File: src/rtl/alu_cc_stage_if.sv
// Handshake and payload bundle between the add/sub stage, the CC stage and
// the memory stage. The "slave" view belongs to the CC stage itself; the
// "master" view is the mirror used by whatever drives and consumes it.
interface alu_cc_stage_if #(
  parameter int WIDTH = 64
);
  // upstream side: add/sub result offered to the CC stage
  logic             in_valid;
  logic             in_ready;
  logic [3:0]       in_icode;
  logic [3:0]       in_ifun;
  logic [WIDTH-1:0] in_val_e;
  logic             in_ovf;

  // downstream side: registered payload offered to the memory stage
  logic             out_valid;
  logic             out_ready;
  logic [3:0]       out_icode;
  logic [WIDTH-1:0] out_val_e;
  logic             out_cnd;

  modport slave (
    input  in_valid, in_icode, in_ifun, in_val_e, in_ovf, out_ready,
    output in_ready, out_valid, out_icode, out_val_e, out_cnd
  );

  modport master (
    output in_valid, in_icode, in_ifun, in_val_e, in_ovf, out_ready,
    input  in_ready, out_valid, out_icode, out_val_e, out_cnd
  );
endinterface

File: src/rtl/alu_cc_stage.sv
// Y86 execute back-end: owns the condition-code register (ZF/SF/OF),
// evaluates the branch/cmov condition against the CC contents as they were
// before the instruction, and registers the result for the memory stage
// behind a single-entry valid/ready pipeline register.
module alu_cc_stage #(
  parameter int WIDTH = 64
) (
  input  logic          clk,
  input  logic          rst_n,
  input  logic          flush,
  alu_cc_stage_if.slave bus,
  output logic          zf,
  output logic          sf,
  output logic          of
);

  localparam logic [3:0] ICODE_OPQ = 4'h6;

  logic             out_valid_reg;
  logic [3:0]       out_icode_reg;
  logic [WIDTH-1:0] out_val_e_reg;
  logic             out_cnd_reg;
  logic             zf_reg;
  logic             sf_reg;
  logic             of_reg;

  logic             in_ready;
  logic             accept;
  logic             cc_write;
  logic             cnd_next;
  logic             lt;

  // The slot is free when empty or when its occupant leaves this cycle;
  // deliberately independent of in_valid so upstream can rely on it.
  assign in_ready = !out_valid_reg || bus.out_ready;
  assign accept   = bus.in_valid && in_ready && !flush;
  assign cc_write = accept && (bus.in_icode == ICODE_OPQ);

  // Signed less-than as seen by the current (pre-update) flags.
  assign lt = sf_reg ^ of_reg;

  // Condition evaluation from the CC contents before this instruction writes them.
  always_comb begin
    cnd_next = 1'b0;
    case (bus.in_ifun)
      4'd0:    cnd_next = 1'b1;
      4'd1:    cnd_next = lt || zf_reg;
      4'd2:    cnd_next = lt;
      4'd3:    cnd_next = zf_reg;
      4'd4:    cnd_next = !zf_reg;
      4'd5:    cnd_next = !lt;
      4'd6:    cnd_next = !lt && !zf_reg;
      default: cnd_next = 1'b0;
    endcase
  end

  // Output register: load on accept, hold while stalled, drain or squash otherwise.
  always_ff @(posedge clk or negedge rst_n) begin
    if (!rst_n) begin
      out_valid_reg <= 1'b0;
      out_icode_reg <= 4'h0;
      out_val_e_reg <= '0;
      out_cnd_reg   <= 1'b0;
    end else if (flush) begin
      out_valid_reg <= 1'b0;
    end else if (accept) begin
      out_valid_reg <= 1'b1;
      out_icode_reg <= bus.in_icode;
      out_val_e_reg <= bus.in_val_e;
      out_cnd_reg   <= cnd_next;
    end else if (bus.out_ready) begin
      out_valid_reg <= 1'b0;
    end
  end

  // Condition-code register: only an accepted OPq writes it.
  always_ff @(posedge clk or negedge rst_n) begin
    if (!rst_n) begin
      zf_reg <= 1'b1;
      sf_reg <= 1'b0;
      of_reg <= 1'b0;
    end else if (cc_write) begin
      zf_reg <= (bus.in_val_e == '0);
      sf_reg <= bus.in_val_e[WIDTH-1];
      of_reg <= bus.in_ovf;
    end
  end

  assign bus.in_ready  = in_ready;
  assign bus.out_valid = out_valid_reg;
  assign bus.out_icode = out_icode_reg;
  assign bus.out_val_e = out_val_e_reg;
  assign bus.out_cnd   = out_cnd_reg;
  assign zf            = zf_reg;
  assign sf            = sf_reg;
  assign of            = of_reg;

endmodule

File: src/flat_wrapper.sv
// flat-port wrapper written by rule: the top's interface ports become plain ports
module alu_cc_stage_flat 
#(
  parameter int WIDTH = 64
)
  (clk, rst_n, flush, zf, sf, of, bus_in_valid, bus_in_icode, bus_in_ifun, bus_in_val_e, bus_in_ovf, bus_out_ready, bus_in_ready, bus_out_valid, bus_out_icode, bus_out_val_e, bus_out_cnd);
  alu_cc_stage_if #(.WIDTH(WIDTH)) bus_i ();
  input  logic clk;
  input  logic rst_n;
  input  logic flush;
  output logic zf;
  output logic sf;
  output logic of;
  input wire logic [$bits(bus_i.in_valid)-1:0] bus_in_valid;
  input wire logic [$bits(bus_i.in_icode)-1:0] bus_in_icode;
  input wire logic [$bits(bus_i.in_ifun)-1:0] bus_in_ifun;
  input wire logic [$bits(bus_i.in_val_e)-1:0] bus_in_val_e;
  input wire logic [$bits(bus_i.in_ovf)-1:0] bus_in_ovf;
  input wire logic [$bits(bus_i.out_ready)-1:0] bus_out_ready;
  output wire logic [$bits(bus_i.in_ready)-1:0] bus_in_ready;
  output wire logic [$bits(bus_i.out_valid)-1:0] bus_out_valid;
  output wire logic [$bits(bus_i.out_icode)-1:0] bus_out_icode;
  output wire logic [$bits(bus_i.out_val_e)-1:0] bus_out_val_e;
  output wire logic [$bits(bus_i.out_cnd)-1:0] bus_out_cnd;
  assign bus_i.in_valid = bus_in_valid;
  assign bus_i.in_icode = bus_in_icode;
  assign bus_i.in_ifun = bus_in_ifun;
  assign bus_i.in_val_e = bus_in_val_e;
  assign bus_i.in_ovf = bus_in_ovf;
  assign bus_i.out_ready = bus_out_ready;
  assign bus_in_ready = bus_i.in_ready;
  assign bus_out_valid = bus_i.out_valid;
  assign bus_out_icode = bus_i.out_icode;
  assign bus_out_val_e = bus_i.out_val_e;
  assign bus_out_cnd = bus_i.out_cnd;
  alu_cc_stage #(.WIDTH(WIDTH)) u_core (.clk(clk), .rst_n(rst_n), .flush(flush), .bus(bus_i), .zf(zf), .sf(sf), .of(of));
endmodule
File: config.mk
export PLATFORM = sky130hd
export DESIGN_NAME = alu_cc_stage_flat
export DESIGN_NICKNAME = d
export VERILOG_FILES = /design/src/rtl/alu_cc_stage_if.sv /design/src/rtl/alu_cc_stage.sv /design/src/flat_wrapper.sv
export SDC_FILE = /design/constraint.sdc
export NUM_CORES = 1
export LEC_CHECK = 0
export CAP_MARGIN = 15
export CORE_ASPECT_RATIO = 0.9
export CORE_UTILIZATION = 43
export DETAILED_ROUTE_END_ITERATION = 8
export HOLD_SLACK_MARGIN = 0.12
export PLACE_DENSITY = 0.84
export SETUP_SLACK_MARGIN = 0.15
export SYNTH_ARGS = -nofsm -noshare
export SYNTH_HDL_FRONTEND = slang
export SYNTH_SLANG_ARGS = --single-unit
File: constraint.sdc
create_clock -name clk -period 2.7 [get_ports clk]
set_input_delay 0.81 -clock clk [delete_from_list [all_inputs] [get_ports clk]]
set_output_delay 0.81 -clock clk [all_outputs]
set_load 0.01 [all_outputs]
==> metrics.txt <==
status complete, no violations; VDD IR max 0.427 mV; CTS clk-pin slew, worst paths 80 ps; H-tree levels 3; nets 427; worst-path cell chain clkdlybuf4s50_1, nand2b_4, dlygate4sd2_1; met3 wire len 621 microns; Cells after Synth 190; nature of the critical path endpoint primary output; Clock Skew 9.03 ps; combinational share of power 28.2%; Starting Density 44.7%; Worst EP arrival 1650 ps; Die X 89.5 microns; Max Fanout on Critical Path 2; Post-Synthesis Net Count 268; Placer Congestion 0.730; Crit Path Class input port to primary output; met1 wire length 2860 microns; die area 0.00723 sq mm; Avg Cell Area, Syn 15.6 sq um; fin util 72.4%; Die Span Y 80.8 microns; Post-CTS Hold Buffers 0; Clock Sinks 73; CP required 1890 ps; Top delay family on crit path buffers and inverters; Final Hold Fails 0; GRT Total Usage 20.1%; Avg WL per Cell 15.5 microns; maxcap violations 0; layout cells sized above 1 27.7%; Tmin final 2460 ps; Power Density 646 mW/mm^2; max FFs per register 64; P_int 2.32 mW; CTS Buf Count 9; Hold Path Class input port to async pin; Switch Pwr 776 uW; Seq/Total Area, Yosys 61.7%; Layout area overhead 61.9%; drt first pass iters 5; period utilization 90.9%; DR vias 2212; cell area after synthesis 0.00296 sq mm; Slew @ Worst Pin 522 ps; GRT overflow 0; Routed WL 6900 microns; CP Buf/Inv Count 2; most common cell after layout, fill and taps aside clkdlybuf4s50_1; startpoint class of the critical path input port; vias in the first global route 2281; Slew Limit Fails 0; CP max-delay cell clkdlybuf4s50_1; port bufs 151; I/O Pins 152; Clock Path Buffers 2; DRT iter0 DRCs 29; Via density 4.98; Yosys Warn Count 0; slowest stage delay, CP 460 ps; largest net degree at the start of global routing 42; post-route ant nets 0; Core ar. 0.00662 sq mm; endpoints failing setup 0; Reg power frac 44.1%; Max Fclk 0.407 GHz; FF+latch count, synth 73; Rel. slew slack 65.2%; clk_lat worst skew 330 ps; initial antenna violation count 0; RSZ-0062 raised after global routing no; Pleak 1.97 nW; switching share of power 25.0%; CTS tree built; DR DRC count 0; DR top layer met4; # fillers 470; # rows 28; most frequent cells in the layout 149 x clkdlybuf4s50_1, 72 x dfrtp_1, 71 x mux2_2; WL met2 3320 microns; Sum Neg Setup Slack 0 ps; first-pass GRT wire length 10900 microns; post-synthesis cell type count 22; clock power share 27.6%; # diodes 0; CTS root buffer clkbuf_8
## stage by stage
stage / power, mW / worst slack, ps / hold WS (ps) / instance area (sq um) / instances
after floorplan: 1.70 / 906 / 511 / 2960 / 190
after global placement: 2.25 / -14.7 / 479 / 4590 / 428
after detailed placement: 2.27 / -19.2 / 492 / 4590 / 428
after CTS: 3.14 / 239 / 465 / 4800 / 444
after global routing: 3.26 / 228 / 494 / 4800 / 444
final: 3.10 / 245 / 458 / 4800 / 444
## per-layer routing
layer | GRT usage, % | vias up
li1 | - | 1027
met1 | 25.3 | 1080
met2 | 32.3 | 93
met3 | 6.81 | 12
met4 | 7.14 | 0
met5 | 0 | -
## layout make-up
class | count | area, sq um | area share, %
well taps | 90 | 113 | 2.35
repair buffers | 155 | 1580 | 32.8
flip-flops and latches | 73 | 1830 | 38.1
inverters | 2 | 7.51 | 0.156
multi-input cells | 108 | 1070 | 22.3
clock buffers | 11 | 151 | 3.16
clock inverters | 5 | 53.8 | 1.12
## worst reg2reg max path: cells and delay by family, from the launching register on
| kind | cells | cell delay [ps] |
|---|---|---|
| DFF | 1 | 390 |
| muxes | 1 | 330 |
| and+or+nand+nor | 3 | 340 |
| buffers and inverters | 2 | 340 |
## cells in the mapped netlist
master	count	area (sq um)
o31ai_1	1	7.51
nor4_1	17	106
a21oi_1	1	5.00
inv_1	2	7.51
nand4_1	4	25.0
o21a_1	1	7.51
a22o_1	1	8.76
nand2b_4	2	27.5
a31oi_1	1	6.26
nand2b_1	1	6.26
dfstp_2	1	26.3
mux2_2	71	800
xor2_1	1	8.76
nand2_1	2	7.51
and4bb_2	1	12.5
nor3_1	1	5.00
o21ai_0	1	5.00
o31a_2	1	10.0
buf_6	4	45.0
dfrtp_1	72	1800
buf_4	3	22.5
nand3b_2	1	11.3
## power groups by stage
stage	clock network [mW]	registers, mW	logic (mW)
4_1_cts	0.879	1.37	0.888
3_5_place_dp	0	1.39	0.884
5_1_grt	0.923	1.39	0.943
2_1_floorplan	0	1.47	0.225
3_3_place_gp	0	1.38	0.871
6_report	0.856	1.37	0.875
## logic make-up (layout without fill, tap and decap cells)
| kind of cell | count (synthesis) | in the layout | synth area share (%) |
|---|---|---|---|
| AOI/OAI and AO/OA | 7 | 7 | 1.69 |
| xor gates and xnor gates | 1 | 1 | 0.296 |
| buffers and inverters | 9 | 173 | 2.53 |
| DFF | 73 | 73 | 61.7 |
| muxes | 71 | 71 | 27.0 |
| and+or+nand+nor | 29 | 29 | 6.80 |
## worst paths after layout
kind	startpoint	endpoint	slack, ps	cells past startpoint
min reg2reg	u_core.bus.out_val_e[38]$_DFFE_PN0P_	u_core.bus.out_val_e[38]$_DFFE_PN0P_	500	1
min in group clk	u_core.bus.out_val_e[38]$_DFFE_PN0P_	u_core.bus.out_val_e[38]$_DFFE_PN0P_	500	1
max in group asynchronous	rst_n	u_core.zf$_DFFE_PN1P_	1620	2
max	bus_out_ready	bus_in_ready	240	3
min	rst_n	u_core.bus.out_val_e[20]$_DFFE_PN0P_	460	1
max reg2reg	u_core.bus.out_valid$_DFFE_PN0P_	u_core.of$_DFFE_PN0P_	1200	6
## what timing repair did
action	in CTS	in global routing
resized for setup	1	0
buffers inserted	0	0
endpoints found under the setup margin	1	0
No activity file was read; power rests on OpenSTA's default activity.
